[config.mk]
export PLATFORM = sky130hd
export DESIGN_NAME = cache_line_fill_ctrl
export DESIGN_NICKNAME = d
export VERILOG_FILES = /design/src/rtl/cache_pkg.sv /design/src/rtl/cache_word_counter.sv /design/src/rtl/cache_line_fill_ctrl.sv
export SDC_FILE = /design/constraint.sdc
export NUM_CORES = 1
export LEC_CHECK = 0
export CAP_MARGIN = 25
export CORE_UTILIZATION = 32
export CTS_CLUSTER_SIZE = 28
export DETAILED_ROUTE_END_ITERATION = 10
export PLACE_DENSITY = 0.59
export SKIP_CTS_REPAIR_TIMING = 1
export SYNTH_ARGS = -nofsm -noshare
export SYNTH_HDL_FRONTEND = slang
export SYNTH_SLANG_ARGS = --single-unit
[constraint.sdc]
create_clock -name clk -period 1.6 [get_ports clk]
set_input_delay 0.24 -clock clk [delete_from_list [all_inputs] [get_ports clk]]
set_output_delay 0.24 -clock clk [all_outputs]
set_load 0.1 [all_outputs]
[src/rtl/cache_pkg.sv]
// Shared types and default geometry for the L1 line-fill controller.
package cache_pkg;

    // Miss-handler states: idle, dirty-victim write-back, line refill.
    typedef enum logic [1:0] {
        IDLE = 2'd0,
        WB   = 2'd1,
        FILL = 2'd2
    } state_t;

    // Default cache geometry.
    localparam int DEF_ADDR_W         = 16;
    localparam int DEF_WORD_BYTES     = 2;
    localparam int DEF_WORDS_PER_LINE = 8;
    localparam int DEF_INDEX_W        = 6;

    // Address split derived from the defaults.
    localparam int DEF_BO_W  = $clog2(DEF_WORD_BYTES);
    localparam int DEF_WO_W  = $clog2(DEF_WORDS_PER_LINE);
    localparam int DEF_OFF_W = DEF_BO_W + DEF_WO_W;
    localparam int DEF_TAG_W = DEF_ADDR_W - DEF_INDEX_W - DEF_OFF_W;

endpackage

[src/rtl/cache_word_counter.sv]
// Clear/enable up-counter with a terminal-value flag; used for the
// write-back, read-request and read-return word counters.
module cache_word_counter #(
    parameter int W    = 4,
    parameter int LAST = 7
) (
    input  logic         clk,
    input  logic         rst_n,
    input  logic         clr,
    input  logic         en,
    output logic [W-1:0] cnt,
    output logic         last
);

    // Clear has priority over count so a new miss always starts at word 0.
    always_ff @(posedge clk or negedge rst_n) begin
        if (!rst_n)
            cnt <= '0;
        else if (clr)
            cnt <= '0;
        else if (en)
            cnt <= cnt + 1'b1;
    end

    assign last = (cnt == W'(LAST));

endmodule

[src/rtl/cache_line_fill_ctrl.sv]
// L1 miss handler: optional dirty-victim write-back followed by a pipelined
// word-by-word refill. fsm_busy stalls the pipeline for the whole miss.
module cache_line_fill_ctrl
    import cache_pkg::*;
#(
    parameter int  ADDR_W         = DEF_ADDR_W,
    parameter int  WORD_BYTES     = DEF_WORD_BYTES,
    parameter int  WORDS_PER_LINE = DEF_WORDS_PER_LINE,
    parameter int  INDEX_W        = DEF_INDEX_W,
    parameter int  WB_EN          = 1,
    localparam int BO_W           = $clog2(WORD_BYTES),
    localparam int WO_W           = $clog2(WORDS_PER_LINE),
    localparam int OFF_W          = BO_W + WO_W,
    localparam int TAG_W          = ADDR_W - INDEX_W - OFF_W,
    localparam int LB_W           = ADDR_W - OFF_W
) (
    input  logic              clk,
    input  logic              rst_n,
    input  logic              miss_detected,
    input  logic [ADDR_W-1:0] miss_address,
    input  logic              victim_dirty,
    input  logic [TAG_W-1:0]  victim_tag,
    input  logic              memory_data_valid,
    output logic              fsm_busy,
    output logic [ADDR_W-1:0] mem_addr,
    output logic              mem_rd_en,
    output logic              mem_wr_en,
    output logic              read_data_array,
    output logic              write_data_array,
    output logic              write_tag_array,
    output logic [WO_W-1:0]   array_word
);

    state_t             state, state_nxt;
    logic [LB_W-1:0]    line_base;
    logic [TAG_W-1:0]   vic_tag;
    logic               vic_dirty;
    logic [INDEX_W-1:0] set_index;

    // One spare bit on each counter so a full line never wraps back to 0.
    logic [WO_W:0]      k_cnt, r_cnt, d_cnt;
    logic               k_last, d_last, unused_r_last;
    logic               cnt_clr, k_en, r_en, d_en;

    // Byte-offset bits of the miss address never reach memory.
    logic               unused_off;
    assign unused_off = ^miss_address[OFF_W-1:0];

    assign set_index = line_base[INDEX_W-1:0];
    assign cnt_clr   = (state == IDLE);
    assign fsm_busy  = (state != IDLE);

    cache_word_counter #(.W(WO_W+1), .LAST(WORDS_PER_LINE-1)) u_wb_cnt (
        .clk   (clk),
        .rst_n (rst_n),
        .clr   (cnt_clr),
        .en    (k_en),
        .cnt   (k_cnt),
        .last  (k_last)
    );

    cache_word_counter #(.W(WO_W+1), .LAST(WORDS_PER_LINE-1)) u_req_cnt (
        .clk   (clk),
        .rst_n (rst_n),
        .clr   (cnt_clr),
        .en    (r_en),
        .cnt   (r_cnt),
        .last  (unused_r_last)
    );

    cache_word_counter #(.W(WO_W+1), .LAST(WORDS_PER_LINE-1)) u_ret_cnt (
        .clk   (clk),
        .rst_n (rst_n),
        .clr   (cnt_clr),
        .en    (d_en),
        .cnt   (d_cnt),
        .last  (d_last)
    );

    // State register; reset drops straight to IDLE so all outputs go low.
    always_ff @(posedge clk or negedge rst_n) begin
        if (!rst_n)
            state <= IDLE;
        else
            state <= state_nxt;
    end

    // Capture the missing line and victim identity when a miss is accepted.
    always_ff @(posedge clk or negedge rst_n) begin
        if (!rst_n) begin
            line_base <= '0;
            vic_tag   <= '0;
            vic_dirty <= 1'b0;
        end else if (state == IDLE && miss_detected) begin
            line_base <= miss_address[ADDR_W-1:OFF_W];
            vic_tag   <= victim_tag;
            vic_dirty <= victim_dirty;
        end
    end

    // Next-state and output decode; addresses are field concatenations
    // shifted up past the byte offset.
    always_comb begin
        state_nxt        = state;
        mem_addr         = '0;
        mem_rd_en        = 1'b0;
        mem_wr_en        = 1'b0;
        read_data_array  = 1'b0;
        write_data_array = 1'b0;
        write_tag_array  = 1'b0;
        array_word       = '0;
        k_en             = 1'b0;
        r_en             = 1'b0;
        d_en             = 1'b0;

        case (state)
            IDLE: begin
                if (miss_detected)
                    state_nxt = (WB_EN != 0 && victim_dirty) ? WB : FILL;
            end

            WB: begin
                if (vic_dirty && !k_cnt[WO_W]) begin
                    mem_wr_en       = 1'b1;
                    read_data_array = 1'b1;
                    array_word      = k_cnt[WO_W-1:0];
                    mem_addr        = ADDR_W'({vic_tag, set_index, k_cnt[WO_W-1:0]}) << BO_W;
                    k_en            = 1'b1;
                end
                if (k_last || !vic_dirty)
                    state_nxt = FILL;
            end

            FILL: begin
                // Requests run ahead of returns; the memory pipelines them.
                if (!r_cnt[WO_W]) begin
                    mem_rd_en = 1'b1;
                    mem_addr  = ADDR_W'({line_base, r_cnt[WO_W-1:0]}) << BO_W;
                    r_en      = 1'b1;
                end
                if (memory_data_valid && !d_cnt[WO_W]) begin
                    write_data_array = 1'b1;
                    array_word       = d_cnt[WO_W-1:0];
                    d_en             = 1'b1;
                    if (d_last) begin
                        write_tag_array = 1'b1;
                        state_nxt       = IDLE;
                    end
                end
            end

            default: state_nxt = IDLE;
        endcase
    end

endmodule

==> results.toml, run 1 <==
[outcome]
outcome = "complete, but fails checks"
violations = "negative setup slack"

[flow_run]
cap_violations = 0

[worst_setup_path]
slowest_delay_ns = 0.39
cp_max_fo = 7
arrival_ns = 1.79
critPathRequiredTime_ns = 1.36
slowest_stage = "dfrtp_1"
worstSetupPathType = "flop to primary output"
critPathLaunchType = "flop"
worst-r2r-cell-count = 5
crit_top_cell = "buf_12"
end_kind = "primary output"
crit_chain = "buf_4, ha_4, and2b_2, buf_12, a22oi_2, nor2b_4, buf_12"

[clock_tree]
clock_sinks = 33
htree_num_levels = 2
clk_latency_ns = 0.28
root_buffer = "clkbuf_8"
clk_pin_slew_ns = 0.07
cts_buffer_depth = 2
cts_tree = "yes"
cts_buffers = 5

[logic_synthesis]
ys_seq_area_share_pct = 47.7
synth_seq_cells = 33
yosysTopAreaCell = "dfrtp_1"
yosysWarnings = 0
synthTopCellsByCount = "33 x dfrtp_1, 17 x mux2_2, 12 x nand2_1, 12 x nor2_1"
synth_cells = 151
synth.area.top_cells = "dfrtp_1 48%, mux2_2 11%, ha_1 4.3%, a21boi_1 2.6%, a22oi_1 2.6%"
syn_nets = 184
synth_top_family_by_area = "simple AND/OR/NAND/NOR gates"
yosys.area_share.simple_pct = 16.1
synth-compound-area-share_pct = 9.62
synth_xor_area_share_pct = 3.04
synthFlopType = "dfrtp_1"
synth_cell_types = 38
yosys.area.top_type_share_pct = 47.7
synthAdderAreaFrac_pct = 4.34
synth.most_common_cell = "dfrtp_1"
syn_avg_cell_area_sq_um = 11.5
synth_edf_count = 0
synthMuxAreaShare_pct = 13.7
synthArstFlopShare_pct = 100
netlist_area_sq_mm = 0.00173

[finish]
n_antenna_cell = 0
fillCellCount = 418
final_nets = 248
stdcell_count = 286
drive_gt1_share_pct = 53.2
area_growth_pct = 71.4

[placed_design]
hpwl_mm = 3.05
routabilityCongestion = 0.751
dp.cells = 275
dpl_worst_slack_ns = -0.207
portBuffers = 46

[timing]
fin_skew_ns = 0.00142
setup_viol = 25
fin_crit_sh_pct = 127
finalSetupTns_ns = -8.88
period_minus_slack_ns = 2.03
slew_violations = 0
hold_viol = 0
grt_setup_unrepaired = "true"
fmax_ghz = 0.493
finalWorstSetupSlack_ns = -0.430

[grt]
overflow = 0
grt_max_degree = 34
grt_pass1_vias = 1429
grt_pass1_wl_mm = 6.56
grt_usage_pct = 16.0
antenna_found_initial = 0

[routing]
routedWlPerCell_um = 14.3
wl_mm = 4.09
num_vias = 1377
via_per_inst = 4.81
drc = 0
antenna_left = 0
first_iter_violations = 25
first_pass_iters = 2

[die]
coreArea_sq_mm = 0.00517
rows = 26
die_w_um = 75.5
io_pins = 52
die_h_um = 75.5
dieArea_sq_mm = 0.00571
initial_core_util_pct = 33.5

[pwr]
leakage_nw = 1.31
pwr_density_cell_mw_per_mm2 = 2250
p_total_w = 0.00667
ir_drop_uv = 1310

[min_path]
hold_path_class = "input port to asynchronous set/reset pin"
-- sequential cells by signal, summed over array words and instances, names as in the netlist --
| register | flops |
|---|---|
| u_wb_cnt.cnt | 4 |
| vic_dirty | 1 |
| line_base | 12 |
| u_ret_cnt.cnt | 4 |
| u_req_cnt.cnt | 4 |
| vic_tag | 6 |
| state | 2 |
-- power breakdown --
| part | switching, W | internal [W] |
|---|---|---|
| combinational | 0.00257 | 0.00201 |
| clock | 0.000306 | 0.000389 |
| sequential | 0.000240 | 0.00116 |
-- worst max-delay path, delay by kind of cell, from the launching register on --
family	cells	cell delay [ns]
DFF	1	0.39
and+or+nand+nor	2	0.31
buffers and inverters	3	0.47
adders and majority gates	1	0.16
AOI/OAI and AO/OA	1	0.17
-- layer usage --
| layer | vias to the layer above | global-route usage [%] | wire length, um |
|---|---|---|---|
| li1 | 653 | - | - |
| met1 | 675 | 19.4 | 1790 |
| met2 | 44 | 26.7 | 2000 |
| met3 | 5 | 5.03 | 235 |
| met4 | 0 | 6.17 | 60 |
| met5 | - | 0 | 0 |
-- cells by family (layout without fill, tap and decap cells) --
group,Yosys count,count (layout)
compound gates,21,21
xor+xnor,6,6
fa+ha+maj,6,6
buf+inv,13,78
flops,33,33
mux,21,21
other cells,1,1
simple gates,50,50
-- layout by cell type, fill, tap and decap left out, drive strengths merged, types with 2 or more instances in the layout --
master         count
inv                2
nand2             13
mux2              18
xor2               3
a21boi             6
nor2b              6
a41oi              3
nand4b             3
and3               2
dfrtp             33
nor2              12
mux2i              3
clkdlybuf4s50     22
ha                 6
clkbuf             7
a22oi              6
nand3b             2
buf               45
and3b              2
xnor2              3
and2               6
-- final timing paths --
kind	start	endpoint	slack, ns
worst max register to register	state[0]	state[0]	-0.05
worst min register to register	line_base[0]	line_base[0]	0.51
max in group asynchronous	rst_n	state[0]	0.91
min in group clk	line_base[0]	line_base[0]	0.51
worst max-delay path	state[1]	mem_addr[13]	-0.43
worst min-delay path	rst_n	u_ret_cnt.cnt[0]	0.36
-- stage by stage --
stage,instance area (sq um),utilization [%],hold slack (ns)
after floorplan,1950,-,-0.0556
after global placement,2770,53.6,0.489
after detailed placement,2770,53.6,0.496
after CTS,2870,55.5,0.378
after global routing,2970,57.4,0.406
final,2970,57.4,0.360
-- cell type report --
type	count	area, sq um	area share (%)
Inverter	3	15.0	0.506
Clock inverter	1	5.00	0.169
Clock buffer	7	96.3	3.25
Timing Repair Buffer	67	878	29.6
Multi-Input combinational cell	105	1060	35.6
Sequential cell	33	827	27.9
Tap cell	70	87.6	2.95
Power figures use the tool's default switching activity.
==> run 2, diff against run 1 <==
--- a/config.mk
+++ b/config.mk
@@ -5,7 +5,7 @@
 export SDC_FILE = /design/constraint.sdc
 export NUM_CORES = 1
 export LEC_CHECK = 0
-export CAP_MARGIN = 25
+export CAP_MARGIN = 40
 export CORE_UTILIZATION = 32
 export CTS_CLUSTER_SIZE = 28
 export DETAILED_ROUTE_END_ITERATION = 10
==> results of run 2 <==
No change in the layout: final DEF, timing and power equal those of run 1.
==> run 3, diff against run 2 <==
--- a/config.mk
+++ b/config.mk
@@ -9,7 +9,9 @@
 export CORE_UTILIZATION = 32
 export CTS_CLUSTER_SIZE = 28
 export DETAILED_ROUTE_END_ITERATION = 10
+export GPL_TIMING_DRIVEN = 0
 export PLACE_DENSITY = 0.59
+export RECOVER_POWER = 25
 export SKIP_CTS_REPAIR_TIMING = 1
 export SYNTH_ARGS = -nofsm -noshare
 export SYNTH_HDL_FRONTEND = slang
==> constraint.sdc (replaced) <==
create_clock -name clk -period 2.61 [get_ports clk]
set_input_delay 0.3915 -clock clk [delete_from_list [all_inputs] [get_ports clk]]
set_output_delay 0.3915 -clock clk [all_outputs]
set_load 0.1 [all_outputs]
==> run 3 against run 2 <==
  * The run ends with max-capacitance violations, max-slew violations left
  * Cell count is the same
  * Sequential cell count unchanged
  * Via count decreased by 0.36%
  * Routed wire length grew 7.0%
  * Clock-buffer cell count shrank 2
  * Critical endpoint is now mem_rd_en
==> results.toml, run 3 (synthesis results as in run 1) <==
[routing]
via_per_inst = 4.80
routedWlPerCell_um = 15.3
drc = 0
first_iter_violations = 57
wl_mm = 4.37
num_vias = 1372
antenna_left = 0
first_pass_iters = 4

[clock_tree]
clk_latency_ns = 0.28
cts_buffers = 5
cts_tree = "yes"
htree_num_levels = 2
cts_buffer_depth = 2
clk_pin_slew_ns = 0.07
root_buffer = "clkbuf_8"
clock_sinks = 33

[flow_run]
cap_violations = 1

[worst_setup_path]
worstSetupPathType = "flop to primary output"
critPathRequiredTime_ns = 2.22
arrival_ns = 2.11
slowest_stage = "clkdlybuf4s50_1"
crit_buf_inv = 4
critPathLaunchType = "flop"
path_delay_family = "buffers and inverters"
crit_chain = "inv_2, ha_4, and2b_2, buf_6, clkdlybuf4s50_1, buf_8"
end_kind = "primary output"
slowest_delay_ns = 0.53
cp_max_fo = 10

[grt]
overflow = 0
grt_pass1_vias = 1593
grt_max_degree = 34
grt_usage_pct = 17.8
grt_pass1_wl_mm = 7.40
antenna_found_initial = 0

[outcome]
violations = "max-capacitance violations, max-slew violations"
outcome = "complete, but fails checks"

[timing]
slew_headroom_pct = -18.8
finalSetupTns_ns = 0
fin_skew_ns = 0.00458
period_minus_slack_ns = 2.50
fin_crit_sh_pct = 95.7
hold_viol = 0
grt_setup_unrepaired = "false"
setup_viol = 0
fmax_ghz = 0.400
finalWorstSetupSlack_ns = 0.113
worst_pin_slew_ns = 1.78
slew_violations = 34

[finish]
utilization_pct = 55.9
drive_gt1_share_pct = 39.8
n_antenna_cell = 0
layout_common_cells = "32 x dfrtp_1, 25 x clkdlybuf4s50_1, 18 x buf_12"
largest_register_ffs = 12
final_nets = 248
area_growth_pct = 67.0
final_common_cell = "dfrtp_1"
reg_top3 = "line_base: 12 flops, vic_tag: 6 flops"
top_register = "line_base"

[die]
coreArea_sq_mm = 0.00517
io_pins = 52
die_h_um = 75.5
die_w_um = 75.5
rows = 26
initial_core_util_pct = 33.5
dieArea_sq_mm = 0.00571

[pwr]
p_seq_share_pct = 20.8
swShare_pct = 45.5
pwr_density_cell_mw_per_mm2 = 1400
power_frac_clock_pct = 14.1
intPower_w = 0.00220
leakage_nw = 1.32
p_sw_w = 0.00184
comb_power_share_pct = 65.2
ir_drop_uv = 1140

[placed_design]
hpwl_mm = 3.36
portBuffers = 46
routabilityCongestion = 0.738
dpl_worst_slack_ns = -0.0544

[min_path]
hold_path_class = "flop to flop"
==> run 3: cell types whose count changed in the layout (fill, tap and decap cells not counted), sizes merged <==
cell | previous run | this run
dlymetal6s2s | 0 | 5
clkbuf | 7 | 6
bufinv | 0 | 2
clkinvlp | 1 | 0
inv | 2 | 3
clkdlybuf4s50 | 22 | 25
buf | 45 | 36
==> run 3: through the flow <==
| step | hold WS, ns | cells | power, W | area, sq um |
|---|---|---|---|---|
| after detailed placement | 0.490 | 291 | 0.00344 | 2750 |
| final | 0.505 | 286 | 0.00404 | 2890 |
| after global routing | 0.518 | 286 | 0.00426 | 2890 |
| after floorplan | 0.0959 | 151 | 0.00250 | 1810 |
| after global placement | 0.481 | 267 | 0.00293 | 2350 |
| after CTS | 0.198 | 299 | 0.00403 | 2880 |
==> run 3: layout make-up <==
class                           instances  area, sq um
Fill cell                             399         2280
Multi-Input combinational cell        105          923
Sequential cell                        33          827
Timing Repair Buffer                   57          815
Buffer                                 10         92.6
Tap cell                               70         87.6
Clock buffer                            5         68.8
Clock inverter                          3         65.1
Inverter                                3         11.3
==> run 3: worst paths after layout <==
kind | startpoint | slack (ns) | cells after the start | end
setup / recovery | state[0] | 0.11 | 6 | mem_rd_en
hold / removal | line_base[4] | 0.51 | 1 | line_base[4]
setup reg to reg | state[0] | 0.96 | 6 | line_base[2]
hold reg to reg | line_base[4] | 0.51 | 1 | line_base[4]
max in group asynchronous | rst_n | 0.88 | 1 | state[0]
min in group asynchronous | rst_n | 0.58 | 1 | state[1]
==> run 3: power groups by stage <==
stage	Combinational, W	Clock (W)	Sequential, W
global placement	0.00210	0	0.000831
global route	0.00278	0.000608	0.000866
CTS	0.00261	0.000587	0.000832
floorplan	0.00170	0	0.000803
finish	0.00263	0.000569	0.000840
detailed placement	0.00260	0	0.000842
==> run 3: metal layers <==
metal	part of all wire (%)	GRT usage [%]	up-vias
li1	-	-	651
met1	43	20.8	662
met2	51	31.1	54
met3	6.2	5.82	5
met4	0.53	5.35	0
met5	0	0	-
